==> src/rtl/alu_sched_pkg.sv <==
// Shared types and constants for the two-requester ALU scheduler.
// The opcode constants describe the attached ALU; the scheduler never decodes them.
package alu_sched_pkg;

  localparam int DATA_W = 4;
  localparam int SEL_W  = 3;

  typedef enum logic [1:0] {
    IDLE = 2'd0,
    EXEC = 2'd1,
    RESP = 2'd2
  } state_e;

  localparam logic [2:0] SEL_ADD = 3'b000;
  localparam logic [2:0] SEL_SUB = 3'b001;
  localparam logic [2:0] SEL_AND = 3'b010;
  localparam logic [2:0] SEL_OR  = 3'b011;
  localparam logic [2:0] SEL_XOR = 3'b100;
  localparam logic [2:0] SEL_SHL = 3'b101;
  localparam logic [2:0] SEL_SHR = 3'b110;
  localparam logic [2:0] SEL_NOT = 3'b111;

endpackage

==> src/rtl/alu_sched_rr_arb2.sv <==
// Two-way round-robin arbiter: a lone valid always wins, a tie goes to the
// pointer side, and every grant hands priority to the other requester.
module rr_arb2 (
  input  logic       clk,
  input  logic       rst_n,
  input  logic [1:0] valid,
  input  logic       en,
  output logic [1:0] grant,
  output logic       ptr
);

  always_comb begin
    grant = valid;
    if (valid == 2'b11) grant = ptr ? 2'b10 : 2'b01;
  end

  // grant[0] set means requester 0 won, so requester 1 becomes preferred.
  always_ff @(posedge clk or negedge rst_n) begin
    if (!rst_n) begin
      ptr <= 1'b0;
    end else if (en && (|valid)) begin
      ptr <= grant[0];
    end
  end

endmodule

==> src/rtl/alu_sched.sv <==
// Shares one combinational ALU between two requesters: accept, hold operands
// for a settle cycle, capture the result, then present it until consumed.
module alu_sched #(
  parameter int DATA_W = alu_sched_pkg::DATA_W,
  parameter int SEL_W  = alu_sched_pkg::SEL_W
) (
  input  logic                  clk,
  input  logic                  rst_n,
  input  logic                  req0_valid,
  output logic                  req0_ready,
  input  logic [DATA_W-1:0]     req0_a,
  input  logic [DATA_W-1:0]     req0_b,
  input  logic [SEL_W-1:0]      req0_sel,
  input  logic                  req1_valid,
  output logic                  req1_ready,
  input  logic [DATA_W-1:0]     req1_a,
  input  logic [DATA_W-1:0]     req1_b,
  input  logic [SEL_W-1:0]      req1_sel,
  output logic [DATA_W-1:0]     alu_a,
  output logic [DATA_W-1:0]     alu_b,
  output logic [SEL_W-1:0]      alu_sel,
  input  logic [DATA_W-1:0]     alu_result,
  input  logic                  alu_carry,
  output logic                  rsp_valid,
  input  logic                  rsp_ready,
  output logic [DATA_W-1:0]     rsp_result,
  output logic                  rsp_carry,
  output logic                  rsp_id,
  output logic                  busy,
  output alu_sched_pkg::state_e dbg_state,
  output logic                  dbg_ptr
);
  import alu_sched_pkg::*;

  // Handshake: a request transfers on a rising edge where reqN_valid and
  // reqN_ready are both high; a response transfers where rsp_valid and
  // rsp_ready are both high. Requesters hold valid and operands until ready.
  localparam logic [1:0] ST_IDLE = 2'd0;
  localparam logic [1:0] ST_EXEC = 2'd1;
  localparam logic [1:0] ST_RESP = 2'd2;

  logic [1:0] state;
  logic [1:0] grant;
  logic       ptr;
  logic       accept_slot;
  logic       accept;
  logic       id_q;

  // Reset gating keeps both readys low while rst_n is asserted.
  assign accept_slot = rst_n & ((state == ST_IDLE) | ((state == ST_RESP) & rsp_ready));

  rr_arb2 u_arb (
    .clk   (clk),
    .rst_n (rst_n),
    .valid ({req1_valid, req0_valid}),
    .en    (accept_slot),
    .grant (grant),
    .ptr   (ptr)
  );

  assign req0_ready = accept_slot & grant[0];
  assign req1_ready = accept_slot & grant[1];
  assign accept     = req0_ready | req1_ready;
  assign busy       = (state != ST_IDLE);
  assign dbg_state  = state_e'(state);
  assign dbg_ptr    = ptr;

  always_ff @(posedge clk or negedge rst_n) begin
    if (!rst_n) begin
      state      <= ST_IDLE;
      alu_a      <= '0;
      alu_b      <= '0;
      alu_sel    <= '0;
      id_q       <= 1'b0;
      rsp_valid  <= 1'b0;
      rsp_result <= '0;
      rsp_carry  <= 1'b0;
      rsp_id     <= 1'b0;
    end else begin
      if (accept) begin
        alu_a   <= grant[1] ? req1_a   : req0_a;
        alu_b   <= grant[1] ? req1_b   : req0_b;
        alu_sel <= grant[1] ? req1_sel : req0_sel;
        id_q    <= grant[1];
      end
      case (state)
        ST_IDLE: if (accept) state <= ST_EXEC;
        ST_EXEC: begin
          rsp_result <= alu_result;
          rsp_carry  <= alu_carry;
          rsp_id     <= id_q;
          rsp_valid  <= 1'b1;
          state      <= ST_RESP;
        end
        ST_RESP: if (rsp_ready) begin
          rsp_valid <= 1'b0;
          state     <= accept ? ST_EXEC : ST_IDLE;
        end
        default: state <= ST_IDLE;
      endcase
    end
  end

endmodule
==> config.mk <==
export PLATFORM = sky130hd
export DESIGN_NAME = alu_sched
export DESIGN_NICKNAME = d
export VERILOG_FILES = /design/src/rtl/alu_sched_pkg.sv /design/src/rtl/alu_sched_rr_arb2.sv /design/src/rtl/alu_sched.sv
export SDC_FILE = /design/constraint.sdc
export NUM_CORES = 1
export LEC_CHECK = 0
export BUFFER_PORTS_ARGS = -buffer_cell sky130_fd_sc_hd__buf_4
export CORE_MARGIN = 2
export CORE_UTILIZATION = 35
export DETAILED_ROUTE_END_ITERATION = 10
export PLACE_DENSITY = 0.71
export SYNTH_ARGS = -nofsm -noshare
export SYNTH_HDL_FRONTEND = slang
export SYNTH_HIERARCHICAL = 1
export SYNTH_SLANG_ARGS = --single-unit
export TNS_END_PERCENT = 100
==> constraint.sdc <==
create_clock -name clk -period 2 [get_ports clk]
set_input_delay 0.2 -clock clk [delete_from_list [all_inputs] [get_ports clk]]
set_output_delay 0.2 -clock clk [all_outputs]
set_load 0.03 [all_outputs]
==> results of run 1 <==
## final timing paths
kind / cells after the start / to / startpoint
max: 5 / req0_ready / rst_n
max in group asynchronous: 2 / rsp_carry / rst_n
min in group asynchronous: 2 / alu_b[1] / rst_n
min: 2 / u_arb/ptr / req1_valid
max reg2reg: 5 / alu_a[1] / u_arb/ptr
min reg2reg: 1 / rsp_result[1] / rsp_result[1]
## report_power, final
part           total (W)  switching [W]  internal (W)
sequential      0.000799       0.000139      0.000660
combinational    0.00129       0.000687      0.000606
clock           0.000337       0.000135      0.000202
total            0.00243       0.000961       0.00147
## sequential cells by signal (all words and copies together) (netlist names)
| register | cells |
|---|---|
| alu_a | 4 |
| alu_b | 4 |
| rsp_result | 4 |
| alu_sel | 3 |
| dbg_state | 2 |
| id_q | 1 |
| rsp_carry | 1 |
| rsp_id | 1 |
| rsp_valid | 1 |
| u_arb/ptr | 1 |
## per-layer routing
metal	part of all wire, %	up-vias
met2	49	33
met1	43	386
met5	0	-
met4	0.78	0
li1	-	371
met3	6.9	2
## repair_timing
item                       4_1_cts  5_1_grt
hold endpoints to repair        22        0
setup endpoints to repair        0        0
buffers inserted                 0        0
hold buffers                     1        0
## stage by stage
stage | cells | utilization, %
2_1_floorplan | 73 | -
3_3_place_gp | 159 | 50.5
3_5_place_dp | 159 | 50.5
4_1_cts | 164 | 52.6
5_1_grt | 164 | 52.6
6_report | 164 | 52.6
## final cells by class
type                            instances  area share [%]
Inverter                                3           0.719
Clock inverter                          1            1.92
Multi-Input combinational cell         45            30.7
Clock buffer                            3            1.44
Sequential cell                        22            35.1
Timing Repair Buffer                   57            27.5
Tap cell                               33            2.64
## kinds of logic (layout without fill, tap and decap cells)
logic type,after synthesis,in the layout
muxes,28,28
DFF,22,22
AOI/OAI and AO/OA,9,9
and+or+nand+nor,8,8
buffers and inverters,6,64
## worst max-delay path, cell delays in order
cell           delay (ns)
dlygate4sd3_1        0.53
buf_4                0.28
nor2b_4              0.23
and3_2               0.21
buf_4                0.16
## synthesized netlist by cell type
master,count,area [um^2]
a21boi_1,1,7.51
mux2_4,9,135
a21oi_1,3,15.0
o21bai_1,2,15.0
nor2b_4,1,13.8
nand2b_2,1,8.76
nand2_1,1,3.75
buf_2,1,5.00
a21boi_0,1,7.51
mux2_2,19,214
and2b_1,1,7.51
and2_2,1,7.51
o211a_4,1,17.5
inv_1,3,11.3
buf_6,2,22.5
and3_2,2,15.0
dfrtp_1,22,551
or2_2,1,6.26
a31oi_1,1,6.26
==> out/results.md, run 1 <==
| Quantity | Reported | Unit |
|---|---|---|
| Remaining routing DRC violations | 0 | - |
| Share of the synthesized area in compound gates (AO/OA/AOI/OAI) | 6.43 | % |
| Initial drt markers | 5 | - |
| Number of placed I/O pins | 56 | - |
| Slew at the pin closest to its max-slew limit | 0.331 | ns |
| Static leakage power | 0.774 | nW |
| Max Freq | 0.548 | GHz |
| Synth Net Count | 105 | - |
| Min setup slack post-route | 0.174 | ns |
| Post-synthesis sequential element count | 22 | - |
| Core ar. | 2980 | um^2 |
| Drt first pass iters | 3 | - |
| Overall power of the completed layout | 0.00243 | W |
| Via count of the first global-routing pass | 816 | - |
| Pin count of the biggest net entering global routing | 24 | - |
| Warning count from the yosys run | 6 | - |
| Filler cells | 271 | - |
| Mapped cell area | 1070 | um^2 |
| Sequential share of the synthesized area | 51.5 | % |
| Clock tree from TritonCTS | built | - |
| Required arrival time at the worst endpoint | 1.80 | ns |
| Number of failing hold endpoints at the final stage | 0 | - |
| Number of buffers created by CTS | 3 | - |
| Maximum buffer depth of the clock tree | 2 | - |
| Global routing usage summed across all routing layers | 13.2 | % |
| H-tree depth reported by CTS | 1 | - |
| Leading cell type in the layout, fill and taps excluded | buf_4 | - |
| Number of routed nets with antenna violations | 0 | - |
| Root buf cell | clkbuf_4 | - |
| Number of pins exceeding their max-slew limit in the final report | 0 | - |
| Xor/xnor cell area share of the yosys netlist | 0 | % |
| Leading cell types in the layout, fill and taps excluded | 56 x buf_4, 22 x dfrtp_1, 19 x mux2_2 | - |
| Routing usage on met2 | 22.3 | % |
| Met3 demand-to-capacity share in global routing | 3.06 | % |
| Placement-stage cell area | 1500 | um^2 |
| Initial core utilization | 35.9 | % |
| P&R area growth vs syn | 46.4 | % |
| Clk_lat worst skew | 0.30 | ns |
| Reg2Reg Setup Slack | 0.39 | ns |
| Pwr/cell area | 1550 | nW/um^2 |
| Total Die Area | 3510 | um^2 |
| Initial antenna violation count | 0 | - |
| Sum of overflow across all layers after global routing | 0 | - |
| Routed wire length | 2060 | um |
| Width of the die | 59.3 | um |
| Kind of launch point of the worst setup path | input port | - |
| Number of clock sinks seen by CTS | 22 | - |
| Critical path peak fanout | 23 | - |
| RSZ-0062 raised after global routing | false | - |
| Total area of sequential cells | 551 | um^2 |
| Post-route minimum period | 1.83 | ns |
| Drt wl/cell | 12.5 | um |
| Mean area per synthesized cell | 14.7 | um^2 |
| Footprint of the multi-input gates | 480 | um^2 |
| Fraction of synthesized area in multiplexers | 32.6 | % |
| MaxCap Viol Count | 0 | - |
| WS Path Type | input port to primary output | - |
| Gates resized, CTS repair | 0 | - |
| Clock tree skew after final layout | 0.00607 | ns |
| Arithmetic-cell share of the synthesized area counting full adders, half adders and majority gates | 0 | % |
| Most used routing layer | met2 | - |
| Headroom to the max-slew limit | 77.8 | % |
| Kind of path behind the tightest hold check | input port to register | - |
| Number of buffer cells added on primary ports | 55 | - |
| Clock input transition at the sequential cells of the worst setup and hold paths | 0.13 | ns |
| Number of unique standard cell types used by synthesis | 19 | - |
| Final weighted congestion in routability-driven placement | 0.727 | - |
| Outcome | complete, no violations | - |
| Crit share post-route | 91.3 | % |
| Die H | 59.3 | um |
| GR Layer Usage met1 | 15.5 | % |
| Number of instances in the synthesized netlist | 73 | - |
| Placement Rows | 20 | - |
| Post-detail-place hpwl | 1590 | um |
| Setup_tns | 0 | ns |
| Post-place setup slack | 0.393 | ns |
| Detailed-route via count | 792 | - |
| Dominant combinational cell family by area after synthesis | multiplexers | - |
| Fraction of layout instances using a drive strength above 1 | 72.5 | % |
| Arr. time, crit path | 1.63 | ns |
| Type of element capturing the critical path | primary output | - |
| Diode count | 0 | - |
| First-pass GRT wire length | 3440 | um |
| Worst hold margin | 0.0900 | ns |
| VDD IR-drop max | 726 | uV |
| Layout Nets | 164 | - |
| Simple-gate share of the synthesized area | 5.85 | % |
| Vias/cell | 4.83 | - |
| Design Area, Final | 1570 | um^2 |
| Total setup violations reported at the end of the flow | 0 | - |
No activity file was read; power rests on OpenSTA's default activity.
==> run 2: changes to the inputs <==
--- a/config.mk
+++ b/config.mk
@@ -5,11 +5,12 @@
 export SDC_FILE = /design/constraint.sdc
 export NUM_CORES = 1
 export LEC_CHECK = 0
+export ABC_AREA = 1
 export BUFFER_PORTS_ARGS = -buffer_cell sky130_fd_sc_hd__buf_4
 export CORE_MARGIN = 2
 export CORE_UTILIZATION = 35
 export DETAILED_ROUTE_END_ITERATION = 10
-export PLACE_DENSITY = 0.71
+export PLACE_DENSITY = 0.7
 export SYNTH_ARGS = -nofsm -noshare
 export SYNTH_HDL_FRONTEND = slang
 export SYNTH_HIERARCHICAL = 1
==> run 2 against run 1 <==
Sequential cell count did not move. Sequential share of layout area fell by 0.44 points. First-iteration DRC count rose to 5.6 times the previous value. Worst setup slack improved by 0.069 ns. Register-to-register slack improved by 0.10 ns. Hold slack improved by 0.0029 ns. Critical path depth fell by 1. Core utilization rose by 0.23 points. Clock power barely moved. Cell count rose by 32%. Clock skew fell by 0.0014 ns. Critical path type is now register to primary output. Critical endpoint unchanged.
==> out/results.md, run 2 <==
| Quantity | Reported | Unit |
|---|---|---|
| Number of buffers created by CTS | 3 | - |
| Filler cells | 277 | - |
| Fraction of layout instances using a drive strength above 1 | 42.6 | % |
| Pwr/cell area | 1520 | nW/um^2 |
| Post-detail-place hpwl | 1950 | um |
| Drt first pass iters | 4 | - |
| Hold-critical path endpoint | dbg_state[1] | - |
| Number of hold buffers added after cts | 1 | - |
| Synth Net Count | 157 | - |
| First-pass GRT wire length | 4000 | um |
| Footprint of the multi-input gates | 440 | um^2 |
| MaxCap Viol Count | 0 | - |
| Initial antenna violation count | 0 | - |
| Clock tree from TritonCTS | built | - |
| Post-route minimum period | 1.76 | ns |
| Mean area per synthesized cell | 8.69 | um^2 |
| Min setup slack post-route | 0.243 | ns |
| Gates resized, CTS repair | 0 | - |
| Sequence of cells on the critical path | a21boi_0, nand3_4, inv_1, buf_4 | - |
| Worst hold margin | 0.0929 | ns |
| Clock share of power | 14.0 | % |
| Setup repair bufs after CTS | 0 | - |
| Setup_tns | 0 | ns |
| Switching share of total power | 44.1 | % |
| Fraction of registers with async set/reset | 100 | % |
| Top_reg_cell synth | dfrtp_1 | - |
| Post-place setup slack | 0.547 | ns |
| Number of buffer cells added on primary ports | 55 | - |
| H-tree depth reported by CTS | 1 | - |
| Slew at the pin closest to its max-slew limit | 0.535 | ns |
| Reg2Reg Setup Slack | 0.49 | ns |
| Design Area, Final | 1590 | um^2 |
| Type of element capturing the critical path | primary output | - |
| Clk_lat worst skew | 0.31 | ns |
| Via count of the first global-routing pass | 988 | - |
| Leading cell types in the layout, fill and taps excluded | 57 x buf_4, 52 x nand2_1, 22 x dfrtp_1 | - |
| Total Die Area | 3560 | um^2 |
| Net switching component of the power | 0.00107 | W |
| Required arrival time at the worst endpoint | 1.80 | ns |
| Total setup violations reported at the end of the flow | 0 | - |
| Cell type of the slowest stage on the worst timing path | a21boi_0 | - |
| Overall power of the completed layout | 0.00242 | W |
| Die H | 59.7 | um |
| Sum of overflow across all layers after global routing | 0 | - |
| Number of enable flip-flop cells after synthesis | 0 | - |
| Number of instances in the synthesized netlist | 125 | - |
| Clock tree skew after final layout | 0.00466 | ns |
| Kind of path behind the tightest hold check | input port to register | - |
| Critical path peak fanout | 4 | - |
| Share of the synthesized area in the top cell type | 50.7 | % |
| Sequential share of the synthesized area | 50.7 | % |
| Min-delay src | rsp_ready | - |
| Arr. time, crit path | 1.56 | ns |
| Total area of sequential cells | 551 | um^2 |
| RSZ-0062 raised after global routing | false | - |
| Number of placed I/O pins | 56 | - |
| Number of pins exceeding their max-slew limit in the final report | 0 | - |
| Warning count from the yosys run | 6 | - |
| Layout Nets | 216 | - |
| Core ar. | 3000 | um^2 |
| Initial core utilization | 36.2 | % |
| Count leader, synth | nand2_1 | - |
| P&R area growth vs syn | 46.1 | % |
| Placement-stage cell area | 1520 | um^2 |
| Pin count of the biggest net entering global routing | 27 | - |
| Width of the die | 59.7 | um |
| Largest stage delay, worst path | 0.45 | ns |
| Max Freq | 0.569 | GHz |
| Kind of launch point of the worst setup path | register | - |
| Post-synthesis cell type with the largest combined area | dfrtp_1 | - |
| Ranking of synthesized cells by area | dfrtp_1 51%, nand2_1 18%, mux2_2 6.2%, o21ai_0 6.0%, inv_1 5.2% | - |
| Top Registers | alu_a x4, alu_b x4, rsp_result x4 | - |
| Maximum buffer depth of the clock tree | 2 | - |
| Final weighted congestion in routability-driven placement | 0.705 | - |
| Crit share post-route | 87.9 | % |
| Headroom to the max-slew limit | 64.0 | % |
| Post-synthesis sequential element count | 22 | - |
| Routed wire length | 2500 | um |
| Drt wl/cell | 11.6 | um |
| Critical R2R Capture | alu_sel[2] | - |
| Clock input transition at the sequential cells of the worst setup and hold paths | 0.12 | ns |
| Number of unique standard cell types used by synthesis | 16 | - |
| Number of clock sinks seen by CTS | 22 | - |
| Root buf cell | clkbuf_4 | - |
| Worst r2r src | u_arb/ptr | - |
| Diode count | 0 | - |
| Global routing usage summed across all routing layers | 14.6 | % |
| Cells on worst reg2reg path | 4 | - |
| Placement Rows | 20 | - |
| Vias/cell | 4.66 | - |
| Detailed-route via count | 1006 | - |
| Static leakage power | 0.886 | nW |
| Gate power share | 53.7 | % |
| Design internal power | 0.00135 | W |
| Most numerous cell types in the synthesized netlist | 52 x nand2_1, 22 x dfrtp_1, 15 x inv_1 | - |
| Number of stages on the worst hold path | 2 | - |
| Fraction of power consumed by sequential logic | 32.4 | % |
| Number of failing hold endpoints at the final stage | 0 | - |
| Outcome | complete, no violations | - |
| VDD IR-drop max | 429 | uV |
| Leading cell type in the layout, fill and taps excluded | buf_4 | - |
| Mapped cell area | 1090 | um^2 |
| Remaining routing DRC violations | 0 | - |
| Initial drt markers | 28 | - |
| WS Path Type | register to primary output | - |
| Number of routed nets with antenna violations | 0 | - |
run 2: cell count changes in the layout (fill, tap and decap cells not counted), moves of 9 or more:
cell | before | now
nand2_1 | 1 | 52
mux2_2 | 19 | 6
o21ai_0 | 0 | 13
inv_1 | 3 | 15
mux2_4 | 9 | 0
run 2: cell families after synthesis:
logic type | share of synthesized area (%)
AO/OA/AOI/OAI | 8.53
multiplexers | 6.22
buffers and inverters | 9.10
AND/OR/NAND/NOR | 25.5
flip-flops | 50.7
run 2: worst max-delay path by stage:
stage	startpoint	cells after the start	slack, ns	endpoint
3_3_place_gp	u_arb/ptr	6	0.62	alu_a[1]
4_1_cts	u_arb/ptr	4	0.22	req0_ready
3_5_place_dp	u_arb/ptr	4	0.55	alu_sel[2]
2_1_floorplan	u_arb/ptr	4	0.43	req1_ready
5_1_grt	u_arb/ptr	4	0.16	req0_ready
6_report	u_arb/ptr	4	0.24	req0_ready
run 2: power groups by stage:
stage	Clock [W]	Sequential (W)	Combinational, W
2_1_floorplan	0	0.00118	0.000427
3_3_place_gp	0	0.000784	0.00128
3_5_place_dp	0	0.000791	0.00131
4_1_cts	0.000347	0.000784	0.00131
5_1_grt	0.000362	0.000807	0.00140
6_report	0.000338	0.000783	0.00130
run 2: cell type report:
class                      count  area share [%]
multi-input combinational     82            27.8
inverter                      17            4.02
sequential                    22            34.7
timing repair buffer          58            27.6
tap                           33            2.60
clock buffer                   3            1.42
clock inverter                 1            1.89
run 2: worst max-delay path: cells and delay by family (launching register included):
family	cells	cell delay, ns
AO/OA/AOI/OAI	1	0.45
buffers and inverters	2	0.22
flip-flops	1	0.43
AND/OR/NAND/NOR	1	0.14
run 2: metal layers:
layer	wire [um]	GRT usage, %	part of all wire (%)	vias up
li1	-	-	-	500
met1	1030	16.1	41	462
met2	1300	26.9	52	42
met3	145	1.52	5.8	2
met4	27	7.94	1.1	0
met5	0	0	0	-
run 2: through the flow:
| step | std cells | utilization [%] |
|---|---|---|
| global route | 216 | 52.8 |
| floorplan | 125 | - |
| finish | 216 | 52.8 |
| CTS | 216 | 52.8 |
| detailed placement | 211 | 50.7 |
| global placement | 211 | 50.7 |
==> run 3: changes to the inputs <==
--- a/config.mk
+++ b/config.mk
@@ -10,7 +10,6 @@
 export CORE_MARGIN = 2
 export CORE_UTILIZATION = 35
 export DETAILED_ROUTE_END_ITERATION = 10
-export PLACE_DENSITY = 0.7
 export SYNTH_ARGS = -nofsm -noshare
 export SYNTH_HDL_FRONTEND = slang
 export SYNTH_HIERARCHICAL = 1
==> run 3 against run 2 <==
Sequential power is 0.5% lower. Core utilization is 0.92 points lower. Clock-buffer cell count is 1 higher. Wire length is 10% lower. Cell count is 0.46% lower. Global-route usage is 0.077 points lower. Design area is 1.7% lower. Clock skew is 0.00086 ns lower. Largest power group unchanged.
==> out/results.md, run 3 (synthesized netlist as in run 2, its figures left out) <==
| Quantity | Reported | Unit |
|---|---|---|
| Filler cells | 300 | - |
| Setup crit end | req1_ready | - |
| RSZ-0062 raised after global routing | false | - |
| Kind of path behind the tightest hold check | input port to register | - |
| Required arrival time at the worst endpoint | 1.80 | ns |
| Leading cell type in the layout, fill and taps excluded | buf_4 | - |
| MaxCap Viol Count | 0 | - |
| Worst hold margin | 0.113 | ns |
| Min setup slack post-route | 0.290 | ns |
| H-tree depth reported by CTS | 1 | - |
| Post-detail-place hpwl | 1820 | um |
| Number of buffers created by CTS | 3 | - |
| Die H | 59.7 | um |
| Number of clock sinks seen by CTS | 22 | - |
| Routed wire length | 2250 | um |
| Number of non-filler instances in the completed layout | 215 | - |
| Outcome | complete, no violations | - |
| Clock input transition at the sequential cells of the worst setup and hold paths | 0.12 | ns |
| Sum of overflow across all layers after global routing | 0 | - |
| Setup repair bufs after CTS | 0 | - |
| Arr. time, crit path | 1.51 | ns |
| Pwr/cell area | 1470 | nW/um^2 |
| First-pass GRT wire length | 3910 | um |
| Critical path peak fanout | 24 | - |
| Number of pins exceeding their max-slew limit in the final report | 0 | - |
| Number of placed instances with taps included | 210 | - |
| Initial drt markers | 9 | - |
| Reg2Reg Setup Slack | 0.55 | ns |
| VDD IR-drop max | 558 | uV |
| Maximum buffer depth of the clock tree | 2 | - |
| Number of failing hold endpoints at the final stage | 0 | - |
| P&R area growth vs syn | 43.5 | % |
| Post-place setup slack | 0.564 | ns |
| Setup_tns | 0 | ns |
| Global routing usage summed across all routing layers | 14.5 | % |
| Crit share post-route | 85.5 | % |
| Placement Rows | 20 | - |
| Drt wl/cell | 10.5 | um |
| Number of hold buffers added after cts | 1 | - |
| Leading cell types in the layout, fill and taps excluded | 56 x buf_4, 52 x nand2_1, 22 x dfrtp_1 | - |
| Diode count | 0 | - |
| Via count of the first global-routing pass | 960 | - |
| Footprint of the multi-input gates | 437 | um^2 |
| Detailed-route via count | 964 | - |
| Top Registers | alu_a x4, alu_b x4, rsp_result x4 | - |
| Cells on worst reg2reg path | 6 | - |
| Root buf cell | clkbuf_4 | - |
| Drt first pass iters | 4 | - |
| Clk_lat worst skew | 0.30 | ns |
| Gates resized, CTS repair | 0 | - |
| Launching element of the worst setup path | u_arb/ptr | - |
| Number of buffer cells added on primary ports | 55 | - |
| Slew at the pin closest to its max-slew limit | 0.486 | ns |
| Initial antenna violation count | 0 | - |
| Vias/cell | 4.48 | - |
| Clock tree skew after final layout | 0.00381 | ns |
| Fraction of layout instances using a drive strength above 1 | 41.8 | % |
| Kind of launch point of the worst setup path | register | - |
| Pin count of the biggest net entering global routing | 27 | - |
| Number of routed nets with antenna violations | 0 | - |
| WS Path Type | register to primary output | - |
| Final weighted congestion in routability-driven placement | 0.733 | - |
| Critical R2R Capture | alu_a[0] | - |
| Max Freq | 0.585 | GHz |
| Total area of sequential cells | 551 | um^2 |
| Type of element capturing the critical path | primary output | - |
| Initial core utilization | 36.2 | % |
| Number of placed I/O pins | 56 | - |
| Static leakage power | 0.874 | nW |
| Total Die Area | 3560 | um^2 |
| Worst r2r src | u_arb/ptr | - |
| Clock tree from TritonCTS | built | - |
| Post-route minimum period | 1.71 | ns |
| Layout Nets | 215 | - |
| Remaining routing DRC violations | 0 | - |
| Width of the die | 59.7 | um |
| Headroom to the max-slew limit | 67.3 | % |
| Core ar. | 3000 | um^2 |
| Total setup violations reported at the end of the flow | 0 | - |
## run 3: cell count changes in the layout (fill, tap and decap cells not counted), sizes merged
| cell | change |
|---|---|
| bufinv | -1 |
| clkbuf | +1 |
| buf | -1 |
## run 3: area by class of cell
cell class | instances | area share (%)
flip-flops and latches | 22 | 35.3
multi-input cells | 82 | 28.0
repair buffers | 57 | 27.6
inverters | 17 | 4.09
well taps | 33 | 2.65
clock buffers | 4 | 2.33
## run 3: how the worst min path moves through the flow
stage | start | endpoint | slack, ns | depth (start not counted)
after floorplan | rst_n | alu_a[0] | -0.1 | 0
after detailed placement | rst_n | dbg_state[1] | 0.14 | 1
final | rsp_ready | dbg_state[1] | 0.11 | 2
after CTS | rsp_ready | dbg_state[1] | 0.10 | 2
after global placement | rst_n | dbg_state[1] | 0.13 | 1
after global routing | alu_result[3] | rsp_result[3] | 0.11 | 2
## run 3: power breakdown
| group | leakage [nW] | switching, W | internal (W) |
|---|---|---|---|
| Sequential | 0.266 | 0.000124 | 0.000655 |
| Clock | 0.0210 | 0.000125 | 0.000111 |
| Combinational | 0.587 | 0.000791 | 0.000489 |
| Total | 0.874 | 0.00104 | 0.00125 |
## run 3: metal layers
metal  track usage (%)  share of wire, %  vias up
met5                 0                 0        -
met4              5.71              0.58        0
met3              3.68               9.0        2
met2              23.6                45       40
met1              18.3                45      422
li1                  -                 -      500
## run 3: worst max-delay path: stages, from the launching register on
cell	delay, ns
dfrtp_1	0.40
inv_1	0.08
a21boi_1	0.12
buf_4	0.25
nand3_4	0.12
inv_1	0.08
buf_4	0.15
## run 3: stage by stage
stage / instance area [um^2] / utilization (%) / total power (W)
floorplan: 1090 / - / 0.00161
global placement: 1510 / 50.4 / 0.00206
detailed placement: 1510 / 50.4 / 0.00209
CTS: 1560 / 51.9 / 0.00233
global route: 1560 / 51.9 / 0.00248
finish: 1560 / 51.9 / 0.00230
